===== src/rtl/uart_pkg.sv =====
// Shared definitions for the parametrised UART transceiver: parity-mode
// constants, TX/RX state encodings and the bit-timer width helper.
package uart_pkg;

  localparam int PAR_NONE = 0;
  localparam int PAR_EVEN = 1;
  localparam int PAR_ODD  = 2;

  typedef enum logic [2:0] {
    TX_IDLE   = 3'd0,
    TX_START  = 3'd1,
    TX_DATA   = 3'd2,
    TX_PARITY = 3'd3,
    TX_STOP   = 3'd4
  } tx_state_e;

  typedef enum logic [2:0] {
    RX_IDLE      = 3'd0,
    RX_START     = 3'd1,
    RX_DATA      = 3'd2,
    RX_PARITY    = 3'd3,
    RX_STOP      = 3'd4,
    RX_WAIT_HIGH = 3'd5
  } rx_state_e;

  function automatic int timer_width(input int clks_per_bit);
    return (clks_per_bit > 1) ? $clog2(clks_per_bit) : 1;
  endfunction

endpackage


===== src/rtl/uart_bit_timer.sv =====
// Bit-cell timer: counts 0..CLKS_PER_BIT-1 while enabled and wraps; clr_i
// restarts it at zero. Strobes mark the mid-cell and last cycle of a cell.
module uart_bit_timer
  import uart_pkg::*;
#(
  parameter int CLKS_PER_BIT = 16
) (
  input  logic clk,
  input  logic rst,
  input  logic clr_i,
  input  logic en_i,
  output logic mid_o,
  output logic end_o
);

  localparam int W = timer_width(CLKS_PER_BIT);
  localparam logic [W-1:0] MID_CNT  = W'(CLKS_PER_BIT / 2 - 1);
  localparam logic [W-1:0] LAST_CNT = W'(CLKS_PER_BIT - 1);

  logic [W-1:0] cnt_q;
  logic [W-1:0] cnt_d;

  // Next count: clear wins over counting.
  always_comb begin
    cnt_d = cnt_q;
    if (clr_i) begin
      cnt_d = '0;
    end else if (en_i) begin
      cnt_d = (cnt_q == LAST_CNT) ? '0 : cnt_q + 1'b1;
    end else begin
      cnt_d = cnt_q;
    end
  end

  // Counter register.
  always_ff @(posedge clk) begin
    if (rst) begin
      cnt_q <= '0;
    end else begin
      cnt_q <= cnt_d;
    end
  end

  assign mid_o = en_i && (cnt_q == MID_CNT);
  assign end_o = en_i && (cnt_q == LAST_CNT);

endmodule


===== src/rtl/uart_xcvr_param.sv =====
// Parametrised full-duplex UART transceiver with valid/ready handshakes and
// parity/framing/overrun reporting. Optional macro UART_LOOPBACK_EN adds loopback_i.
module uart_xcvr_param
  import uart_pkg::*;
#(
  parameter int DATA_BITS    = 8,
  parameter int CLKS_PER_BIT = 16,
  parameter int PARITY_MODE  = 0,
  parameter int STOP_BITS    = 1
) (
  input  logic                 sys_clk,
  input  logic                 sys_rst,
  input  logic [DATA_BITS-1:0] tx_data_i,
  input  logic                 tx_valid_i,
  output logic                 tx_ready_o,
  output logic                 tx_busy_o,
  output logic                 uart_tx_o,
  input  logic                 uart_rx_i,
`ifdef UART_LOOPBACK_EN
  input  logic                 loopback_i,
`endif
  output logic [DATA_BITS-1:0] rx_data_o,
  output logic                 rx_valid_o,
  input  logic                 rx_ready_i,
  output logic                 rx_parity_err_o,
  output logic                 rx_frame_err_o,
  output logic                 rx_overrun_o
);

  localparam logic [3:0] LAST_DATA = 4'(DATA_BITS - 1);
  localparam logic [3:0] LAST_STOP = 4'(STOP_BITS - 1);
  localparam logic       PAR_EN    = (PARITY_MODE != PAR_NONE);
  localparam logic       PAR_INV   = (PARITY_MODE == PAR_ODD);

  tx_state_e            tx_state_q, tx_state_d;
  logic [DATA_BITS-1:0] tx_shift_q, tx_shift_d;
  logic                 tx_par_q, tx_par_d;
  logic [3:0]           tx_bit_q, tx_bit_d;
  logic                 tx_line_q, tx_line_d;
  logic                 uart_tx_q, uart_tx_d;
  logic                 tx_ready_q, tx_ready_d;
  logic                 tx_busy_q, tx_busy_d;
  logic                 tx_mid_s, tx_end_s;

  rx_state_e            rx_state_q, rx_state_d;
  logic [DATA_BITS-1:0] rx_shift_q, rx_shift_d;
  logic                 rx_par_q, rx_par_d;
  logic [3:0]           rx_bit_q, rx_bit_d;
  logic [1:0]           sync_q, sync_d;
  logic                 rx_src_s, rx_line_s, rx_en_s, rx_mid_s, rx_end_s, frame_done_s;
  logic [DATA_BITS-1:0] rx_data_q, rx_data_d;
  logic                 rx_valid_q, rx_valid_d;
  logic                 rx_perr_q, rx_perr_d;
  logic                 rx_ferr_q, rx_ferr_d;
  logic                 rx_ovr_q, rx_ovr_d;

  uart_bit_timer #(.CLKS_PER_BIT(CLKS_PER_BIT)) u_tx_timer (
    .clk   (sys_clk),
    .rst   (sys_rst),
    .clr_i (tx_state_d != tx_state_q),
    .en_i  (tx_state_q != TX_IDLE),
    .mid_o (tx_mid_s),
    .end_o (tx_end_s)
  );

  uart_bit_timer #(.CLKS_PER_BIT(CLKS_PER_BIT)) u_rx_timer (
    .clk   (sys_clk),
    .rst   (sys_rst),
    .clr_i (rx_state_d != rx_state_q),
    .en_i  (rx_en_s),
    .mid_o (rx_mid_s),
    .end_o (rx_end_s)
  );

  // The pad is driven one cycle behind the state, so START occupies edges N+1..N+CLKS_PER_BIT.
`ifdef UART_LOOPBACK_EN
  assign uart_tx_d = loopback_i ? 1'b1 : tx_line_d;
  assign rx_src_s  = loopback_i ? tx_line_q : uart_rx_i;
`else
  assign uart_tx_d = tx_line_d;
  assign rx_src_s  = uart_rx_i;
`endif

  // TX next-state, shifter and line level.
  always_comb begin
    tx_state_d = tx_state_q;
    tx_shift_d = tx_shift_q;
    tx_par_d   = tx_par_q;
    tx_bit_d   = tx_bit_q;
    case (tx_state_q)
      TX_IDLE: begin
        if (tx_valid_i && tx_ready_q) begin
          tx_shift_d = tx_data_i;
          tx_par_d   = (^tx_data_i) ^ PAR_INV;
          tx_bit_d   = 4'd0;
          tx_state_d = TX_START;
        end else begin
          tx_state_d = TX_IDLE;
        end
      end
      TX_START: begin
        if (tx_end_s) tx_state_d = TX_DATA;
        else          tx_state_d = TX_START;
      end
      TX_DATA: begin
        if (tx_end_s) begin
          tx_shift_d = tx_shift_q >> 1;
          if (tx_bit_q == LAST_DATA) begin
            tx_bit_d   = 4'd0;
            tx_state_d = PAR_EN ? TX_PARITY : TX_STOP;
          end else begin
            tx_bit_d = tx_bit_q + 4'd1;
          end
        end else begin
          tx_state_d = TX_DATA;
        end
      end
      TX_PARITY: begin
        if (tx_end_s) tx_state_d = TX_STOP;
        else          tx_state_d = TX_PARITY;
      end
      TX_STOP: begin
        if (tx_end_s) begin
          if (tx_bit_q == LAST_STOP) tx_state_d = TX_IDLE;
          else                       tx_bit_d   = tx_bit_q + 4'd1;
        end else begin
          tx_state_d = TX_STOP;
        end
      end
      default: tx_state_d = TX_IDLE;
    endcase

    case (tx_state_q)
      TX_START:  tx_line_d = 1'b0;
      TX_DATA:   tx_line_d = tx_shift_q[0];
      TX_PARITY: tx_line_d = tx_par_q;
      default:   tx_line_d = 1'b1;
    endcase

    tx_ready_d = (tx_state_d == TX_IDLE);
    tx_busy_d  = (tx_state_d != TX_IDLE);
  end

  assign sync_d    = {sync_q[0], rx_src_s};
  assign rx_line_s = sync_q[1];
  assign rx_en_s   = (rx_state_q != RX_IDLE) && (rx_state_q != RX_WAIT_HIGH);

  // RX next-state and sampling; START samples mid-cell, later cells a full cell apart.
  always_comb begin
    rx_state_d   = rx_state_q;
    rx_shift_d   = rx_shift_q;
    rx_par_d     = rx_par_q;
    rx_bit_d     = rx_bit_q;
    frame_done_s = 1'b0;
    case (rx_state_q)
      RX_IDLE: begin
        if (!rx_line_s) rx_state_d = RX_START;
        else            rx_state_d = RX_IDLE;
      end
      RX_START: begin
        if (rx_mid_s) begin
          rx_bit_d   = 4'd0;
          rx_state_d = rx_line_s ? RX_IDLE : RX_DATA;
        end else begin
          rx_state_d = RX_START;
        end
      end
      RX_DATA: begin
        if (rx_end_s) begin
          rx_shift_d = {rx_line_s, rx_shift_q[DATA_BITS-1:1]};
          if (rx_bit_q == LAST_DATA) rx_state_d = PAR_EN ? RX_PARITY : RX_STOP;
          else                       rx_bit_d   = rx_bit_q + 4'd1;
        end else begin
          rx_state_d = RX_DATA;
        end
      end
      RX_PARITY: begin
        if (rx_end_s) begin
          rx_par_d   = rx_line_s;
          rx_state_d = RX_STOP;
        end else begin
          rx_state_d = RX_PARITY;
        end
      end
      RX_STOP: begin
        if (rx_end_s) begin
          frame_done_s = 1'b1;
          rx_state_d   = rx_line_s ? RX_IDLE : RX_WAIT_HIGH;
        end else begin
          rx_state_d = RX_STOP;
        end
      end
      RX_WAIT_HIGH: begin
        if (rx_line_s) rx_state_d = RX_IDLE;
        else           rx_state_d = RX_WAIT_HIGH;
      end
      default: rx_state_d = RX_IDLE;
    endcase
  end

  // RX holding register; a completed frame is dropped only when the held word is not being taken.
  always_comb begin
    rx_data_d  = rx_data_q;
    rx_valid_d = rx_valid_q;
    rx_perr_d  = rx_perr_q;
    rx_ferr_d  = rx_ferr_q;
    rx_ovr_d   = 1'b0;
    if (frame_done_s) begin
      if (!rx_valid_q || rx_ready_i) begin
        rx_data_d  = rx_shift_q;
        rx_perr_d  = PAR_EN && ((^rx_shift_q) ^ rx_par_q ^ PAR_INV);
        rx_ferr_d  = !rx_line_s;
        rx_valid_d = 1'b1;
      end else begin
        rx_ovr_d = 1'b1;
      end
    end else if (rx_valid_q && rx_ready_i) begin
      rx_valid_d = 1'b0;
    end else begin
      rx_valid_d = rx_valid_q;
    end
  end

  // All state registers.
  always_ff @(posedge sys_clk) begin
    if (sys_rst) begin
      tx_state_q <= TX_IDLE;
      tx_shift_q <= '0;
      tx_par_q   <= 1'b0;
      tx_bit_q   <= 4'd0;
      tx_line_q  <= 1'b1;
      uart_tx_q  <= 1'b1;
      tx_ready_q <= 1'b1;
      tx_busy_q  <= 1'b0;
      sync_q     <= 2'b11;
      rx_state_q <= RX_IDLE;
      rx_shift_q <= '0;
      rx_par_q   <= 1'b0;
      rx_bit_q   <= 4'd0;
      rx_data_q  <= '0;
      rx_valid_q <= 1'b0;
      rx_perr_q  <= 1'b0;
      rx_ferr_q  <= 1'b0;
      rx_ovr_q   <= 1'b0;
    end else begin
      tx_state_q <= tx_state_d;
      tx_shift_q <= tx_shift_d;
      tx_par_q   <= tx_par_d;
      tx_bit_q   <= tx_bit_d;
      tx_line_q  <= tx_line_d;
      uart_tx_q  <= uart_tx_d;
      tx_ready_q <= tx_ready_d;
      tx_busy_q  <= tx_busy_d;
      sync_q     <= sync_d;
      rx_state_q <= rx_state_d;
      rx_shift_q <= rx_shift_d;
      rx_par_q   <= rx_par_d;
      rx_bit_q   <= rx_bit_d;
      rx_data_q  <= rx_data_d;
      rx_valid_q <= rx_valid_d;
      rx_perr_q  <= rx_perr_d;
      rx_ferr_q  <= rx_ferr_d;
      rx_ovr_q   <= rx_ovr_d;
    end
  end

  assign tx_ready_o      = tx_ready_q;
  assign tx_busy_o       = tx_busy_q;
  assign uart_tx_o       = uart_tx_q;
  assign rx_data_o       = rx_data_q;
  assign rx_valid_o      = rx_valid_q;
  assign rx_parity_err_o = rx_perr_q;
  assign rx_frame_err_o  = rx_ferr_q;
  assign rx_overrun_o    = rx_ovr_q;

endmodule


===== config.mk =====
export PLATFORM = sky130hd
export DESIGN_NAME = uart_xcvr_param
export DESIGN_NICKNAME = d
export VERILOG_FILES = /design/src/rtl/uart_pkg.sv /design/src/rtl/uart_bit_timer.sv /design/src/rtl/uart_xcvr_param.sv
export SDC_FILE = /design/constraint.sdc
export NUM_CORES = 1
export LEC_CHECK = 0
export CELL_PAD_IN_SITES_DETAIL_PLACEMENT = 0
export CELL_PAD_IN_SITES_GLOBAL_PLACEMENT = 1
export CORE_ASPECT_RATIO = 1.25
export CORE_MARGIN = 4
export CORE_UTILIZATION = 42
export DETAILED_ROUTE_END_ITERATION = 12
export DONT_BUFFER_PORTS = 1
export PLACE_DENSITY = 0.78
export SKIP_LAST_GASP = 1
export SLEW_MARGIN = 20
export SYNTH_ARGS = -nofsm -noshare
export SYNTH_HDL_FRONTEND = slang
export SYNTH_SLANG_ARGS = --single-unit

===== constraint.sdc =====
create_clock -name sys_clk -period 1.7 [get_ports sys_clk]
set_input_delay 0.51 -clock sys_clk [delete_from_list [all_inputs] [get_ports sys_clk]]
set_output_delay 0.51 -clock sys_clk [all_outputs]
set_load 0.02 [all_outputs]

### Word level (Yosys, flattened, before mapping)

Cells that the tools add are included.

* register bits after elaboration: 55
* input bits: 13
* output and inout bits: 15
* logic and storage cells: 117

* $add $sub $neg: 4
* eq/ne operators: 25
* multiplexer cells: 39
* bitwise gates (word level): 1
* reduce and logical (&&, ||, !) cells: 31

Operator list (number)
* two-way mux 4 bit: 10
* two-way mux 3 bit: 10
* case mux 3 bit (6 select lines): 1
* adder 4 x 1 -> 4 bit (second input constant): 4
* two-way mux 8 bit: 2
* case mux 8 bit (2 select lines): 1
* case mux 3 bit (5 select lines): 1
* != test 2 bit (second input constant): 7
* == test 3 x 2 -> 1 bit (second input constant): 4
* == test 4 x 3 -> 1 bit (second input constant): 3
* case mux 4 bit (3 select lines): 1
* nonzero test 3 bit: 4
* == test 3 bit (second input constant): 3
* zero test 3 bit: 3
* == test 4 bit (second input constant): 2
* two-way mux 1 bit: 8
* case mux 4 bit (2 select lines): 1
* AND reduction 2 bit: 4
* parity 8 bit: 1
* == test 3 x 1 -> 1 bit (second input constant): 2
* logical AND 1 bit: 6
* two-way mux 2 bit: 3
* != test 3 bit: 2
* nonzero test 2 bit: 3
* other kinds (11): 14

### Longest topological paths before layout

Gate-level depths: netlist of run 1.

* word-level depth: 7
* gate-level depth with buffers: 7

### Hierarchy

From an unflattened synthesis of run 1, not the netlist that was laid out.

* cells, all modules: 307
* area total of the unflattened synthesis: 2643.8 um^2

Modules (own cells, without submodules)
* uart_xcvr_param: times used 1, cells an instance 267, area each 2268.4 um^2
* uart_bit_timer: times used 2, cells an instance 20, area each 187.7 um^2

### Worst setup path before layout of run 1

Ideal clock, no wire load.

* path type: reg2reg
* start: register u_tx_timer.cnt_q[0]
* end: register tx_bit_q[3]
* library setup time: 0.126 ns
* arrival time: 1.617 ns
* slack: -0.043 ns
* stages on the path, launching flop included: 6
* path buffers: 0
* period minus slack after synthesis: 1.743 ns
* cells stage by stage: dfxtp_1 -> ha_1 -> nand3_1 -> or4_1 -> a22oi_1 -> o21ai_0

* longest elaborated chain between the ends: 4
* elaborated cells on any way between the ends: 5
* those cells by class: 3 x eq/ne; 2 x reduce/logical

Ends and longest elaborated chain
* start: declaration: line uart_bit_timer.sv:20 `logic [W-1:0] cnt_q;`
* start signal: assignment: line uart_bit_timer.sv:40 `cnt_q <= cnt_d;`
* == test 4 bit *: line uart_bit_timer.sv:45 `assign end_o = en_i && (cnt_q == LAST_CNT);`
* logical AND 1 bit *: line uart_bit_timer.sv:45
* != test 2 bit (no line)
* AND reduction 5 bit (no line) *
* end signal: assignment: line uart_xcvr_param.sv:249 `tx_bit_q <= tx_bit_d;`
* end: declaration: line uart_xcvr_param.sv:38 `logic [3:0] tx_bit_q, tx_bit_d;`

Mark *: on every way between the ends. The rest lies on a longest branch, timed or not.
A chain may end at the register's enable or synchronous reset.

### Worst setup path after layout of run 1

* start: register tx_bit_q[0]
* end: register tx_bit_q[3]

* longest elaborated chain between the ends: 4
* elaborated cells on any way between the ends: 10
* those cells by class: 1 x add/sub; 2 x eq/ne; 5 x mux; 2 x reduce/logical

Ends and longest elaborated chain
* adder 4 x 1 -> 4 bit or == test 4 x 3 -> 1 bit (tied branches): line uart_xcvr_param.sv:112, uart_xcvr_param.sv:125, uart_xcvr_param.sv:108
* two-way mux 4 bit (on tied branches): line uart_xcvr_param.sv:124, uart_xcvr_param.sv:108
* two-way mux 4 bit (on tied branches): line uart_xcvr_param.sv:123, uart_xcvr_param.sv:106
* case mux 4 bit (3 select lines): line uart_xcvr_param.sv:90 `case (tx_state_q)`

Several ways; a longest one is shown, not always the timed one. The select of a mux whose other input is x is not followed.

==> flow_summary.ini, run 1 <==
[run_status]
status = completed

[yosys]
synthDistinctLibCells = 54
synth_area_um2 = 2700
synth_fp_nets = 318
synth.avg_cell_area_um2 = 9.00
synth_edf_count = 0
yosysWarnings = 0
ys.flop_type = dfxtp_1
synth_top_area_cell = dfxtp_1
synth.top_cell.area_share_pct = 40.8
ys_ff_latch = 55
yosysSeqAreaShare_pct = 40.8
ys_async_sr_fraction_pct = 0
synth_cells = 300
yosys-top-cells-area = dfxtp_1 41%, mux2i_1 9.3%, nor2_1 4.9%, a21oi_1 3.9%, xnor2_1 2.6%

[finish]
n_antenna_cell = 0
finalCoreUtilization_pct = 50.6
fin_cells = 403
final_common_cell = dfxtp_1
layout_common_cells = 47 x dfxtp_1, 35 x nor2_1, 30 x buf_4
synthToLayoutAreaGrowth_pct = 16.3
layout-drive-gt1-share_pct = 23.6
design_area_um2 = 3140
final_nets = 335
fillers = 599

[drt]
drt-vias-per-instance = 5.40
drt_iter0_drc = 97
detail_route.wl_per_cell_um = 14.5
drtAntennaViolNets = 0
dr_total_vias = 2175
drc = 0
dr.pass1.iters = 5
wirelength_mm = 5.85

[floorplanning]
start_util_pct = 43.5
core_um2 = 6210
fp.dieH_um = 97.6
die_area_um2 = 7780
rows = 32
ios = 28
die_w_um = 79.7

[worst_setup_path]
cp-end-kind = flop
cp_slowest_stage_delay_ns = 0.56
path_cells = inv_2 -> ha_1 -> nor3b_2 -> or4_4 -> a22oi_2 -> o21ai_1
worst_ep_arrival_time_ns = 1.91
critPathKind = flop to flop
crit_required_ns = 1.91
cp-start-kind = flop
crit_fanout = 4
critPathSlowestCell = or4_4

[power_and_ir_drop]
p_switching_mw = 0.630
finalPower_mw = 2.39
p_int_mw = 1.76
p_leak_nw = 1.13
ir_worst_vdd_v = 0.000377
p_seq_share_pct = 57.0
power.density_nw_per_um2 = 761
p_sw_share_pct = 26.4
p_comb_share_pct = 9.9
p_clk_share_pct = 33.2

[sta]
setup_ws_ns = 0.00948
rsz0062_at_grt = true
setup-violations-final = 0
hold_ws_ns = 0.248
final_max_slew_viol_count = 0
tns_ns = 0
fin_worst_skew_ns = 0.0118
post-route-min-period_ns = 1.69
clock.fmax_mhz = 592
period_share_pct = 99.4
timing.final.hold_violations = 0

[clocking]
clk_pin_slew_ns = 0.11
hold_buffers = 0
cts_buffer_depth = 2
cts.sinks = 55
worstSkewPairLatency_ns = 0.32
cts_tree = yes
htree_levels = 2
cts_buffers = 5
cts-root-buf = clkbuf_8

[grt]
grt_pass1_wl_mm = 9.96
grt_usage_pct = 15.6
grt-ovfl-total = 0
grt_pass1_vias = 2112
grt_max_degree = 44
antenna_found_initial = 0

[placement]
placed_area_um2 = 2930
dp_hpwl_mm = 4.00
gp_congestion = 0.771
place_ws_ns = -0.0515
portBuffers = 0
dp_cells = 392

[flow_run]
cap_violations = 0

[min_path]
holdCritPathClass = input pin to flop
[Yosys cell counts (6+ instances only)]
master,n
clkbuf_1,12
o21ai_0,12
dfxtp_1,55
a211oi_1,7
a21oi_1,21
nand3_1,10
xnor2_1,8
nor2_1,35
or3_1,6
nand2_1,12
mux2i_1,25
nor3_1,11
[worst max-delay path, delay by kind of cell (launching register included)]
| family | cells | cell delay (ns) |
|---|---|---|
| and+or+nand+nor | 2 | 0.72 |
| DFF | 1 | 0.38 |
| AOI/OAI and AO/OA | 2 | 0.26 |
| adders and majority gates | 1 | 0.18 |
| buffers and inverters | 1 | 0.04 |
[power by group through the flow]
| stage | combinational (mW) | clock (mW) | sequential [mW] |
|---|---|---|---|
| after floorplan | 0.185 | 0 | 1.38 |
| after global placement | 0.224 | 0 | 1.39 |
| after detailed placement | 0.227 | 0 | 1.39 |
| after CTS | 0.229 | 0.833 | 1.36 |
| after global routing | 0.265 | 0.880 | 1.37 |
| final | 0.235 | 0.792 | 1.36 |
[per-layer routing]
metal / track usage [%] / share of wire, % / wire length, um
met5: 0 / 0 / 0
met4: 5.82 / 1.5 / 90
met3: 3.15 / 2.9 / 170
met2: 26.4 / 53 / 3080
met1: 19.2 / 43 / 2510
[what timing repair did]
item,in CTS,in global routing
endpoints found under the setup margin,4,28
gates cloned,0,1
pin swaps,0,5
resized for setup,4,25
setup buffers,0,2
[logic make-up (layout without fill, tap and decap cells)]
family                   Yosys count  count (layout)  synth area share (%)
AO/OA/AOI/OAI                     72              72                  18.5
XOR/XNOR                          11              11                  3.57
flip-flops                        55              55                  40.8
multiplexers                      25              25                  9.27
other                              1               1                 0.139
AND/OR/NAND/NOR                  104             104                  20.0
buffers and inverters             27              45                  5.38
adder cells (fa/ha/maj)            5               5                  2.32
[sequential cells by signal, indices dropped and copies added, names as in the netlist]
name              flops
tx_busy_o             1
rx_overrun_o          1
tx_bit_q              4
tx_par_q              1
rx_data_o             8
tx_ready_o            1
rx_valid_o            1
tx_state_q            3
u_rx_timer.cnt_q      4
rx_bit_q              4
rx_state_q            3
rx_shift_q            8
uart_tx_o             1
rx_frame_err_o        1
sync_q                2
u_tx_timer.cnt_q      4
tx_shift_q            8
[worst paths after layout]
path | endpoint | start | depth (start not counted) | slack [ns]
worst max-delay path | tx_bit_q[3] | tx_bit_q[0] | 6 | 0.009
worst min-delay path | rx_state_q[0] | sys_rst | 1 | 0.25
worst max register to register | tx_bit_q[3] | tx_bit_q[0] | 6 | 0.009
worst min register to register | sync_q[1] | sync_q[0] | 1 | 0.43
[area by class of cell]
type	count	area (um^2)	area share (%)
Inverter	5	18.8	0.598
Timing Repair Buffer	32	250	7.97
Clock buffer	5	68.8	2.19
Multi-Input combinational cell	218	1550	49.4
Clock inverter	3	33.8	1.08
Tap cell	85	106	3.39
Sequential cell	55	1110	35.4
No activity file was read; power rests on OpenSTA's default activity.
==> run 2, diff against run 1 <==
--- a/config.mk
+++ b/config.mk
@@ -9,10 +9,10 @@
 export CELL_PAD_IN_SITES_GLOBAL_PLACEMENT = 1
 export CORE_ASPECT_RATIO = 1.25
 export CORE_MARGIN = 4
-export CORE_UTILIZATION = 42
+export CORE_UTILIZATION = 43
 export DETAILED_ROUTE_END_ITERATION = 12
 export DONT_BUFFER_PORTS = 1
-export PLACE_DENSITY = 0.78
+export PLACE_DENSITY = 0.79
 export SKIP_LAST_GASP = 1
 export SLEW_MARGIN = 20
 export SYNTH_ARGS = -nofsm -noshare
==> flow_summary.ini, run 2 (synthesis results as in run 1) <==
[run_status]
status = completed

[finish]
finalCoreUtilization_pct = 52.3
layout-drive-gt1-share_pct = 24.5
fillers = 573
final_common_cell = dfxtp_1
seqCellArea_um2 = 1100
synthToLayoutAreaGrowth_pct = 18.6
final_nets = 340
layout_common_cells = 52 x dfxtp_1, 37 x buf_4, 35 x nor2_1
fin_cells = 409
multi_input_area_um2 = 1590

[worst_setup_path]
worstReg2RegEnd = rx_state_q[2]
worst_ep_arrival_time_ns = 1.92
worstReg2RegStart = rx_bit_q[0]
cp-start-kind = flop
cp_slowest_stage_delay_ns = 0.65
critPathSlowestCell = or4b_2
critPathKind = flop to flop
crit_required_ns = 1.96
r2r_slack_ns = 0.04
path_cells = ha_2 -> and3b_2 -> nor2_1 -> or4b_2 -> a21oi_2
startpoint = rx_bit_q[0]
crit_fanout = 4
cp-end-kind = flop
crit_end = rx_state_q[2]
rr_worst_depth = 5

[clocking]
cts.sinks = 55
htree_levels = 2
cts_buffer_depth = 2
cts_tree = yes
clk_pin_slew_ns = 0.10
cts_buffers = 5
cts-root-buf = clkbuf_8
worstSkewPairLatency_ns = 0.31

[drt]
dr_total_vias = 2208
drtAntennaViolNets = 0
drt-vias-per-instance = 5.40
dr.pass1.iters = 4
drc = 0
drt_iter0_drc = 50
detail_route.wl_per_cell_um = 13.7
wirelength_mm = 5.61

[floorplanning]
fp.dieH_um = 96.6
start_util_pct = 44.1
ios = 28
die_area_um2 = 7620
rows = 32
core_um2 = 6130
die_w_um = 78.9

[sta]
fin_worst_skew_ns = 0.00347
setup_ws_ns = 0.0368
setup-violations-final = 0
clock.fmax_mhz = 601
hold_ws_ns = 0.271
period_share_pct = 97.8
final_max_slew_viol_count = 0
timing.final.hold_violations = 0
tns_ns = 0
rsz0062_at_grt = true
post-route-min-period_ns = 1.66
tightestPinTransition_ns = 0.548
max_slew_margin_pct = 62.9

[grt]
grt_usage_pct = 15.5
grt_max_degree = 44
grt_pass1_wl_mm = 9.52
grt-ovfl-total = 0
grt_pass1_vias = 2180
antenna_found_initial = 1

[power_and_ir_drop]
ir_worst_vdd_v = 0.000614
power.density_nw_per_um2 = 739
p_leak_nw = 1.16

[min_path]
holdCritPathClass = input pin to flop

[placement]
gp_congestion = 0.880
dp_cells = 397
portBuffers = 0
dp_hpwl_mm = 4.02
place_ws_ns = -0.0359

[flow_run]
cap_violations = 0
==> run 2: cell count changes in the layout (fill, tap and decap cells not counted), sizes merged <==
cell,change
inv,+1
clkinv,-1
buf,+5
diode,+1
==> run 2: how the worst min path moves through the flow <==
| stage | slack [ns] | to | depth (start not counted) | start |
|---|---|---|---|---|
| 5_1_grt | 0.23 | rx_state_q[2] | 1 | sys_rst |
| 3_3_place_gp | 0.40 | sync_q[1] | 1 | sync_q[0] |
| 6_report | 0.27 | tx_bit_q[1] | 1 | sys_rst |
| 2_1_floorplan | 0.39 | sync_q[1] | 1 | sync_q[0] |
| 4_1_cts | 0.24 | tx_bit_q[1] | 1 | sys_rst |
| 3_5_place_dp | 0.39 | sync_q[1] | 1 | sync_q[0] |
==> run 2: repair_timing <==
| action | 4_1_cts | 5_1_grt |
|---|---|---|
| setup endpoints to repair | 2 | 37 |
| resized for setup | 3 | 29 |
| hold buffers | 0 | 0 |
| hold endpoints to repair | 0 | 0 |
| pin swaps | 0 | 5 |
| setup buffers | 0 | 3 |
==> run 2: critical path, delay by kind of cell, from the launching register on <==
| kind | cells | cell delay (ns) |
|---|---|---|
| AO/OA/AOI/OAI | 1 | 0.13 |
| adder cells (fa/ha/maj) | 1 | 0.18 |
| flip-flops | 1 | 0.36 |
| AND/OR/NAND/NOR | 3 | 0.94 |
==> run 2: area by class of cell <==
class | instances | share of cell area [%]
multi-input cells | 218 | 49.7
inverters | 5 | 0.586
well taps | 85 | 3.32
flip-flops and latches | 55 | 34.5
diodes | 1 | 0.0781
clock buffers | 5 | 2.15
repair buffers | 37 | 8.67
clock inverters | 3 | 0.977
==> run 2: power breakdown <==
group          switching [mW]  internal (mW)  total [mW]
Sequential             0.0301           1.33        1.36
Clock                   0.461          0.314       0.775
Combinational           0.119          0.116       0.236
Total                   0.610           1.76        2.37
==> run 2: metal layers <==
| metal | global-route usage, % | part of all wire [%] |
|---|---|---|
| met5 | 0 | 0 |
| met4 | 6.59 | 1.7 |
| met3 | 3.53 | 2.9 |
| met2 | 28.4 | 53 |
| met1 | 17.3 | 43 |
==> run 2: stage by stage <==
step	area, um^2	power, mW
6_report	3200	2.37
5_1_grt	3200	2.49
4_1_cts	3060	2.40
3_5_place_dp	2950	1.61
3_3_place_gp	2950	1.61
2_1_floorplan	2710	1.57
==> run 3, diff against run 2 <==
--- a/config.mk
+++ b/config.mk
@@ -12,9 +12,10 @@
 export CORE_UTILIZATION = 43
 export DETAILED_ROUTE_END_ITERATION = 12
 export DONT_BUFFER_PORTS = 1
-export PLACE_DENSITY = 0.79
+export PLACE_DENSITY = 0.8
 export SKIP_LAST_GASP = 1
 export SLEW_MARGIN = 20
 export SYNTH_ARGS = -nofsm -noshare
 export SYNTH_HDL_FRONTEND = slang
+export SYNTH_HIERARCHICAL = 1
 export SYNTH_SLANG_ARGS = --single-unit
==> flow_summary.ini, run 3 <==
[placement]
placed_area_um2 = 2980
place_ws_ns = -0.217
dp_cells = 408
portBuffers = 0
dp_hpwl_mm = 3.90
gp_congestion = 0.793

[clocking]
worstSkewPairLatency_ns = 0.31
cts_tree = yes
clk_pin_slew_ns = 0.11
htree_levels = 2
cts-root-buf = clkbuf_8
cts.sinks = 55
cts_buffers = 5
hold_buffers = 0
cts_buffer_depth = 2

[grt]
grt_usage_pct = 16.5
grt_use_met2_pct = 28.8
grt_max_degree = 50
grt-ovfl-total = 0
use_met3_pct = 3.50
globalRouteMet1Util_pct = 20.2
antenna_found_initial = 0
grt_pass1_wl_mm = 9.98
grt_pass1_vias = 2228
top_usage_layer = met2

[worst_setup_path]
path_cells = nor3_4 -> inv_2 -> and4_4 -> and4bb_2 -> o22a_1 -> nor2_2 -> o21ai_2 -> or3_4 -> nor2_1
cp-end-kind = flop
cp-start-kind = flop
r2r_slack_ns = -0.25
crit_required_ns = 1.95
cp_slowest_stage_delay_ns = 0.39
crit_fanout = 3
critPathKind = flop to flop
critPathSlowestCell = or3_4
worst_ep_arrival_time_ns = 2.20

[floorplanning]
ios = 28
start_util_pct = 45.0
rows = 31
die_area_um2 = 7450
die_w_um = 78.0
fp.dieH_um = 95.5
core_um2 = 5860

[drt]
dr_total_vias = 2249
dr.pass1.iters = 4
drt_iter0_drc = 100
drc = 0
drtAntennaViolNets = 0
detail_route.wl_per_cell_um = 14.1
wirelength_mm = 6.03
drt-vias-per-instance = 5.24

[sta]
tns_ns = -4.78
setup_ws_ns = -0.251
post-route-min-period_ns = 1.95
rsz0062_at_grt = true
hold_ws_ns = 0.265
fin_worst_skew_ns = 0.00816
final_max_slew_viol_count = 0
clock.fmax_mhz = 513
timing.final.hold_violations = 0
period_share_pct = 115
setup-violations-final = 36

[power_and_ir_drop]
p_clk_share_pct = 34.8
p_seq_share_pct = 52.7
p_switching_mw = 0.638
p_comb_share_pct = 12.5
ir_worst_vdd_v = 0.000559
power.density_nw_per_um2 = 732
p_int_mw = 1.95
p_sw_share_pct = 24.7
p_leak_nw = 1.37

[yosys]
yosysWarnings = 6
synth_fp_nets = 323
synth.avg_cell_area_um2 = 8.64
synth_cells = 305
synth_area_um2 = 2640

[finish]
fin_cells = 429
final_common_cell = dfxtp_1
final_nets = 364
synthToLayoutAreaGrowth_pct = 34.0
layout_common_cells = 48 x dfxtp_1, 44 x buf_4, 27 x nor2_1
layout-drive-gt1-share_pct = 40.3
design_area_um2 = 3530
n_antenna_cell = 0

[min_path]
holdCritPathClass = input pin to flop

[run_status]
status = finished with violations
violations = negative setup slack

[flow_run]
cap_violations = 0
-- run 3: routing by layer --
layer,part of all wire [%],vias to the layer above
met3,4.1,5
li1,-,1151
met2,50,29
met5,0,-
met4,1.0,0
met1,45,1064
-- run 3: final cells by class --
class	count	area, um^2
Clock buffer	5	68.8
Inverter	6	22.5
Tap cell	82	103
Clock inverter	3	47.5
Fill cell	508	2330
Timing Repair Buffer	52	428
Multi-Input combinational cell	226	1750
Sequential cell	55	1110
-- run 3: final timing paths --
| check | startpoint | cells past startpoint | to |
|---|---|---|---|
| worst min-delay path | sys_rst | 1 | u_tx_timer/cnt_q[1] |
| worst min register to register | sync_q[0] | 1 | sync_q[1] |
| worst max-delay path | tx_state_q[2] | 9 | u_tx_timer/cnt_q[0] |
| worst max register to register | tx_state_q[2] | 9 | u_tx_timer/cnt_q[0] |
-- run 3: worst max-delay path: cells and delay by family (launching register included) --
family	cells	cell delay [ns]
and+or+nand+nor	6	1.22
DFF	1	0.35
AOI/OAI and AO/OA	2	0.27
buffers and inverters	1	0.06
-- run 3: timing repair --
action                                  in CTS  in global routing
pin swaps                                   10                 23
buffers inserted                            13                  5
endpoints found under the setup margin      28                 44
cloned                                       1                  0
gates resized for setup                     25                 61
-- run 3: through the flow --
step	util, %	total power, mW
floorplan	-	1.57
global placement	50.9	1.62
detailed placement	50.9	1.63
CTS	55.9	2.57
global route	60.3	2.70
finish	60.3	2.58
-- run 3: power by group through the flow --
stage | logic (mW) | clock network, mW | registers (mW)
after floorplan | 0.185 | 0 | 1.39
after global placement | 0.239 | 0 | 1.38
after detailed placement | 0.244 | 0 | 1.39
after CTS | 0.278 | 0.931 | 1.36
after global routing | 0.353 | 0.978 | 1.37
final | 0.323 | 0.899 | 1.36
